**config.mk**
```make
export PLATFORM = sky130hd
export DESIGN_NAME = pmod_debouncer
export DESIGN_NICKNAME = d
export VERILOG_FILES = /design/src/rtl/pmod_debouncer_pkg.sv /design/src/rtl/debounce_channel.sv /design/src/rtl/pmod_debouncer.sv
export SDC_FILE = /design/constraint.sdc
export NUM_CORES = 1
export LEC_CHECK = 0
export BUFFER_PORTS_ARGS = -buffer_cell sky130_fd_sc_hd__buf_2
export CORE_ASPECT_RATIO = 1.75
export CORE_MARGIN = 8
export CORE_UTILIZATION = 45
export DETAILED_ROUTE_END_ITERATION = 8
export HOLD_SLACK_MARGIN = 0.02
export PLACE_DENSITY_LB_ADDON = 0.12
export SYNTH_ARGS = -nofsm -noshare
export SYNTH_HDL_FRONTEND = slang
export SYNTH_SLANG_ARGS = --single-unit
export TNS_END_PERCENT = 5
```
**constraint.sdc**
```tcl
create_clock -name clock -period 2.6 [get_ports clock]
set_input_delay 0.13 -clock clock [delete_from_list [all_inputs] [get_ports clock]]
set_output_delay 0.13 -clock clock [all_outputs]
set_load 0.02 [all_outputs]
```
**src/rtl/pmod_debouncer_pkg.sv**
```systemverilog
// Shared definitions for the PMOD input debouncer.
//   deb_state_t     : per-channel debounce FSM state (2-bit encoding)
//   state_is_high() : true for states in which the debounced level reads 1
package pmod_debouncer_pkg;

  typedef enum logic [1:0] {
    OFF        = 2'b00,
    SETTLE_ON  = 2'b01,
    ON         = 2'b10,
    SETTLE_OFF = 2'b11
  } deb_state_t;

  // SETTLE_OFF still reports asserted: the release has not been accepted yet.
  function automatic logic state_is_high(input deb_state_t st);
    return (st == ON) || (st == SETTLE_OFF);
  endfunction

endpackage

```
**src/rtl/debounce_channel.sv**
```systemverilog
// Single-channel debouncer: 2-flop synchronizer, polarity normalization,
// settle FSM with a bounded counter, and registered level/edge pulses.
// Ports:
//   clock    : system clock, rising edge
//   reset    : synchronous active-high reset
//   pin      : raw asynchronous pin level
//   level    : debounced, normalized level (1 = asserted)
//   pressed  : one-cycle pulse on level 0->1
//   released : one-cycle pulse on level 1->0
module debounce_channel
  import pmod_debouncer_pkg::*;
#(
  parameter int unsigned DEBOUNCE_CYCLES = 750000,
  parameter int unsigned ACTIVE_LOW      = 1
) (
  input  logic clock,
  input  logic reset,
  input  logic pin,
  output logic level,
  output logic pressed,
  output logic released
);

  localparam int unsigned CW = $clog2(DEBOUNCE_CYCLES);
  localparam logic [CW-1:0] LAST = CW'(DEBOUNCE_CYCLES - 1);
  // Raw level that means "not asserted"; synchronizers reset to it.
  localparam logic IDLE_RAW = (ACTIVE_LOW != 0) ? 1'b1 : 1'b0;

  logic [1:0]    sync;
  logic          s;
  deb_state_t    state;
  logic [CW-1:0] count;

  always_ff @(posedge clock) begin
    if (reset) begin
      sync <= {2{IDLE_RAW}};
    end else begin
      sync <= {sync[0], pin};
    end
  end

  assign s = sync[1] ^ IDLE_RAW;

  // level is registered from the state, so it trails the FSM by one cycle;
  // the pulses are derived from the same next/previous level pair so they
  // line up exactly with the level transition.
  always_ff @(posedge clock) begin
    if (reset) begin
      state    <= OFF;
      count    <= '0;
      level    <= 1'b0;
      pressed  <= 1'b0;
      released <= 1'b0;
    end else begin
      level    <= state_is_high(state);
      pressed  <= state_is_high(state) & ~level;
      released <= ~state_is_high(state) & level;

      unique case (state)
        OFF: begin
          if (s) begin
            state <= SETTLE_ON;
            count <= CW'(1);
          end else begin
            count <= '0;
          end
        end
        SETTLE_ON: begin
          if (!s) begin
            state <= OFF;
            count <= '0;
          end else if (count == LAST) begin
            state <= ON;
            count <= '0;
          end else begin
            count <= count + 1'b1;
          end
        end
        ON: begin
          if (!s) begin
            state <= SETTLE_OFF;
            count <= CW'(1);
          end
        end
        SETTLE_OFF: begin
          if (s) begin
            state <= ON;
            count <= '0;
          end else if (count == LAST) begin
            state <= OFF;
            count <= '0;
          end else begin
            count <= count + 1'b1;
          end
        end
        default: begin
          state <= OFF;
          count <= '0;
        end
      endcase
    end
  end

endmodule

```
**src/rtl/pmod_debouncer.sv**
```systemverilog
// Multi-channel PMOD input debouncer; each channel is fully independent.
// Ports:
//   clock    : system clock, rising edge
//   reset    : synchronous active-high reset
//   pins_in  : raw asynchronous PMOD pin levels [CHANNELS]
//   level    : debounced, normalized levels (1 = asserted) [CHANNELS]
//   pressed  : one-cycle pulse per channel when level rises [CHANNELS]
//   released : one-cycle pulse per channel when level falls [CHANNELS]
module pmod_debouncer
  import pmod_debouncer_pkg::*;
#(
  parameter int unsigned CHANNELS        = 4,
  parameter int unsigned DEBOUNCE_CYCLES = 750000,
  parameter int unsigned ACTIVE_LOW      = 1
) (
  input  logic                clock,
  input  logic                reset,
  input  logic [CHANNELS-1:0] pins_in,
  output logic [CHANNELS-1:0] level,
  output logic [CHANNELS-1:0] pressed,
  output logic [CHANNELS-1:0] released
);

  for (genvar i = 0; i < CHANNELS; i++) begin : g_ch
    debounce_channel #(
      .DEBOUNCE_CYCLES(DEBOUNCE_CYCLES),
      .ACTIVE_LOW     (ACTIVE_LOW)
    ) u_ch (
      .clock   (clock),
      .reset   (reset),
      .pin     (pins_in[i]),
      .level   (level[i]),
      .pressed (pressed[i]),
      .released(released[i])
    );
  end

endmodule
```
Word level (Yosys, flattened, before mapping) --
Index checks and enable logic that the tools add are counted.
Cells by class: add/sub/neg operators 4, multiply operators 0, div/mod/pow operators 0, $lt $le $gt $ge 0, equality and inequality tests 32, shift operators 0, mux-type cells 52, bitwise gates (word level) 16, reduce and logical (&&, ||, !) cells 12
Operators by type and width (number):
- $mux W20 | 16
- $pmux W20 S4 | 4
- $add A20 B1 Y20 const B | 4
- $eq A20 B20 Y1 const B | 4
- $mux W2 | 24
- $pmux W2 S4 | 4
- $eq A2 B2 Y1 const B | 8
- $reduce_and A4 Y1 | 4
- $ne A3 B1 Y1 const B | 4
- $ne A3 B3 Y1 const B | 4
- $and A1 B1 Y1 | 8
- $eq A2 B1 Y1 const B | 4
- $logic_not A2 Y1 | 4
- $ne A2 B1 Y1 const B | 4
- $ne A2 B2 Y1 const B | 4
- $not A1 Y1 | 8
- $logic_or A1 B1 Y1 | 4
- $mux W1 | 4
Storage, ports and cells: bits in registers 108, latch bits 0, bits in writable memories 0, ROM bits 0, input bits 6, memories kept 0

Longest topological paths before layout --
depth in word-level cells 4, gate-level depth with buffers 8, depth with buffers taken out 6

By module --
Synthesis repeated with hierarchy kept, for this count alone.
Unflattened totals: cells, all modules 609, area total of the unflattened synthesis 5286.3 sq um
By module, submodules not included:
- debounce_channel at g_ch[0].u_ch ... | times used 3, cells each 151, area each 1315.0 sq um, sequential area each 540.5 sq um
- debounce_channel at g_ch[3].u_ch | times used 1, cells each 156, area each 1341.3 sq um, sequential area each 540.5 sq um

Least setup slack after synthesis --
No wires, ideal clock.
kind register to register, start reg g_ch[0].u_ch.count[0], end reg g_ch[0].u_ch.count[11], arrival time 1.854 ns, setup slack 0.629 ns, cell stages (with the launch flop) 8, buffers on the path 1, cells stage by stage dfxtp_1 ha_1 nand3_1 nor4_1 a21oi_1 o21bai_1 buf_2 nor2_1
Between the ends: word-level cells in the longest chain between the ends 4, elaborated cells between the ends (all ways) 6, those cells by class 1 x add/sub; 1 x eq/ne; 4 x mux
RTL lines:
- start, declared | line debounce_channel.sv:32 | logic [CW-1:0] count;
- start signal, assigned | line debounce_channel.sv:76 | count <= count + 1'b1;
- start signal, assigned | line debounce_channel.sv:93 | count <= count + 1'b1;
- $add A20 B1 Y20 or $eq A20 B20 Y1 (tied branches)
- $mux W20 * | line debounce_channel.sv:72, debounce_channel.sv:89
- $mux W20 (on tied branches) | line debounce_channel.sv:86, debounce_channel.sv:69
- $pmux W20 S4 * | line debounce_channel.sv:59 | unique case (state)
Every way passes the cells marked *; elsewhere a longest branch is shown, timed or not. A chain may end at the register's enable or synchronous reset.

Worst setup path after layout --
start reg g_ch[2].u_ch.count[0], end reg g_ch[2].u_ch.count[7]
Between the ends: word-level cells in the longest chain between the ends 4, elaborated cells between the ends (all ways) 6, those cells by class 1 x add/sub; 1 x eq/ne; 4 x mux
RTL lines (line):
- start, declared | debounce_channel.sv:32
- start signal, assigned | debounce_channel.sv:76
- start signal, assigned | debounce_channel.sv:93
- $add A20 B1 Y20 or $eq A20 B20 Y1 (tied branches)
- $mux W20 * | debounce_channel.sv:72, debounce_channel.sv:89
- $mux W20 (on tied branches) | debounce_channel.sv:86, debounce_channel.sv:69
- $pmux W20 S4 * | debounce_channel.sv:59
Marked as above.

==> flow_metrics.py <==
metrics = {
    "clocking": {
        "clock_path_buffers": 2,
        "cts_tree": "yes",
        "cts_root_buf": "clkbuf_16",
        "cts_sinks": 108,
        "cts_buffers": 9,
        "h-tree-depth": 3,
        "clock_latency_ps": 340,
        "post_cts_buffers": 0,
        "clkTransAtPathRegs_ps": 70,
    },
    "logic_synthesis": {
        "synth_area_leader_cell": "dfxtp_1",
        "synth_area_sq_mm": 0.00516,
        "synth-async-reset-ratio": 0,
        "synth_seq_cells": 108,
        "synth-edff-count": 0,
        "synth_fp_nets": 602,
        "synth.top_cell.area_share": 0.419,
        "ys_seq_area_frac": 0.419,
        "dominantRegCellSynth": "dfxtp_1",
        "syn-mean-instance-area_sq_um": 8.72,
        "syn_inst": 592,
        "synth.distinct_cells": 59,
        "synth_area_leaders": "dfxtp_1 (42%), nor2_1 (4.4%), nand3_1 (4.1%)",
        "yosys_warnings": 0,
    },
    "timing": {
        "fin_setup_tns_ps": 0,
        "fmax_mhz": 447,
        "period_share": 0.860,
        "tightest_slew_ps": 968,
        "rsz0062_at_grt": "no",
        "relSlewSlack": 0.354,
        "fin_crit_ps": 2240,
        "finalHoldViolCount": 0,
        "setup_viol": 0,
        "clock_skew_ps": 8.94,
        "holdWs_ps": 190,
        "drv_slew": 0,
    },
    "place": {
        "gp_congestion": 0.826,
        "dpl.cell_count": 728,
        "place_area_sq_mm": 0.00536,
        "dp.final_hpwl_um": 7820,
        "port_buffers": 17,
    },
    "floorplanning": {
        "core_area_sq_mm": 0.0114,
        "die_w_um": 97.0,
        "pin_count": 18,
        "start_util": 0.453,
        "row_count": 52,
        "die-height_um": 158,
        "dieArea_sq_mm": 0.0153,
    },
    "critical_path": {
        "crit_type": "flop to flop",
        "r2r_slack_ps": 360,
        "endpoint_kind": "flop",
        "cp_data_required_time_ps": 2880,
        "timing.rr.start": "g_ch[2].u_ch.count[0]",
        "setup.worst_path.start_class": "flop",
        "r2r_end": "g_ch[2].u_ch.count[7]",
        "cp_slowest_cell": "a211oi_2",
        "crit_fanout": 15,
        "crit_arrival_ps": 2510,
        "slowest_delay_ps": 830,
        "r2r_cells": 7,
        "worstPathCellList": "ha_1 -> nand3_1 -> nor4_2 -> a211oi_2 -> buf_4 -> nand4_1 -> mux2i_1",
    },
    "global_route": {
        "grt-ovfl-total": 0,
        "grt_pass1_wl_um": 18800,
        "first_global_vias": 4146,
        "antenna_found_initial": 0,
        "grt_max_degree": 23,
        "track_usage": 0.145,
    },
    "layout": {
        "layout_commonest_cell": "dfxtp_1",
        "design_area_sq_mm": 0.00571,
        "final_cell_mix": "dfxtp_1 (108), nor2_1 (61), nand2_1 (44)",
        "seq_area_sq_mm": 0.00216,
        "nets": 618,
        "diodes": 0,
        "multi_input_area_sq_mm": 0.00277,
        "drive_above_1_share": 0.132,
        "num-fill-cells": 1084,
        "area_growth_syn_to_layout_pct": 10.6,
        "layout.cells.non_filler": 747,
    },
    "routing": {
        "wirelength_um": 10800,
        "num_vias": 4195,
        "viasPerCell": 5.62,
        "drc": 0,
        "detail_route.wl_per_cell_um": 14.4,
        "drtIter0Drc": 95,
        "dr.pass1.iters": 4,
        "ant_nets": 0,
    },
    "pwr": {
        "leakage_nw": 1.91,
        "p_sw_mw": 0.666,
        "comb_power_share": 0.015,
        "p_clk_frac": 0.447,
        "peakVddDrop_v": 0.000423,
        "p_sw_frac": 0.215,
        "report.power.total_mw": 3.10,
        "seq_power_share": 0.539,
        "powerDensity_mw_per_mm2": 543,
        "internal_power_mw": 2.44,
    },
    "hold_path": {
        "holdPathStages": 2,
        "holdPathEnd": "g_ch[3].u_ch.level",
        "hp-start": "reset",
        "hold_path.class": "input port to flop",
    },
    "run_status": {
        "status": "completed",
    },
    "job": {
        "drv_cap": 0,
    },
}
metal layers:
metal	share of wire	wire, um	global-route usage	vias up
met5	0	0	0	-
met4	0.018	190	0.0744	0
met3	0.018	190	0.0297	12
met2	0.52	5620	0.263	31
met1	0.44	4770	0.155	1980
li1	-	-	-	2172
worst max path at each step:
stage / endpoint / start / slack (ps)
after floorplan: g_ch[0].u_ch.count[11] / g_ch[0].u_ch.count[0] / 630
after global placement: g_ch[1].u_ch.count[18] / g_ch[1].u_ch.count[0] / 190
after detailed placement: g_ch[1].u_ch.count[19] / g_ch[1].u_ch.count[0] / 120
after CTS: g_ch[1].u_ch.count[19] / g_ch[1].u_ch.count[0] / 110
after global routing: g_ch[2].u_ch.count[7] / flop / 180
final: g_ch[2].u_ch.count[7] / g_ch[2].u_ch.count[0] / 360
per-stage QoR:
| stage | utilization | setup slack (ps) |
|---|---|---|
| final | 0.501 | 364 |
| after global routing | 0.501 | 175 |
| after CTS | 0.500 | 114 |
| after detailed placement | 0.471 | 115 |
| after global placement | 0.471 | 191 |
| after floorplan | - | 629 |
power groups by stage:
stage / clock network [mW] / registers [mW] / logic (mW)
floorplan: 0 / 1.71 / 0.0293
global placement: 0 / 1.71 / 0.0401
detailed placement: 0 / 1.71 / 0.0411
CTS: 1.43 / 1.67 / 0.0458
global route: 1.49 / 1.67 / 0.0509
finish: 1.39 / 1.67 / 0.0454
state kept, by name (all words and copies together) (netlist names), named ones only:
name,flops
g_ch.u_ch.released,4
g_ch.u_ch.pressed,4
g_ch.u_ch.state,4
g_ch.u_ch.count,80
g_ch.u_ch.sync,8
g_ch.u_ch.level,4
cells by family (layout without fill, tap and decap cells):
kind of cell / after synthesis / after routing / share of synthesized area
simple gates: 280 / 280 / 0.305
compound gates: 108 / 108 / 0.142
flops: 108 / 108 / 0.419
buf+inv: 47 / 67 / 0.0460
xor+xnor: 34 / 34 / 0.0577
mux: 11 / 11 / 0.0213
fa+ha+maj: 4 / 4 / 0.00970
cells in the mapped netlist (all sizes together), types with 5 or more instances:
library cell and instances:
a21o 5, nand3 42, a31oi 23, dfxtp 108, nand2b 14, nor2 61, nor4 13, and3 9
nor3 10, nand4b 5, a21oi 33, a22o 8, nand2 44, mux2i 11, and2 5, inv 14
and4 10, xor2 14, xnor2 20, a22oi 5, nand4 19, clkbuf 13, o21ai 11, nor3b 9
buf 20, or2 13, nor2b 7, a41oi 5
final cells by class:
| class | instances | area share |
|---|---|---|
| Clock buffer | 9 | 0.0395 |
| Clock inverter | 6 | 0.0127 |
| Inverter | 14 | 0.00921 |
| Multi-Input combinational cell | 437 | 0.486 |
| Sequential cell | 108 | 0.379 |
| Tap cell | 135 | 0.0296 |
| Timing Repair Buffer | 38 | 0.0443 |
repair_timing:
action	in CTS	in global routing
hold endpoints to repair	4	0
setup endpoints to repair	0	6
resized for setup	0	1
hold buffers	4	0
critical path: cells and delay by family, from the launching register on:
kind                     cells  cell delay [ps]
AO/OA/AOI/OAI                1              830
adder cells (fa/ha/maj)      1              240
buffers and inverters        1              290
flip-flops                   1              350
multiplexers                 1              130
AND/OR/NAND/NOR              3              310
(Power assumes the default switching activity.)
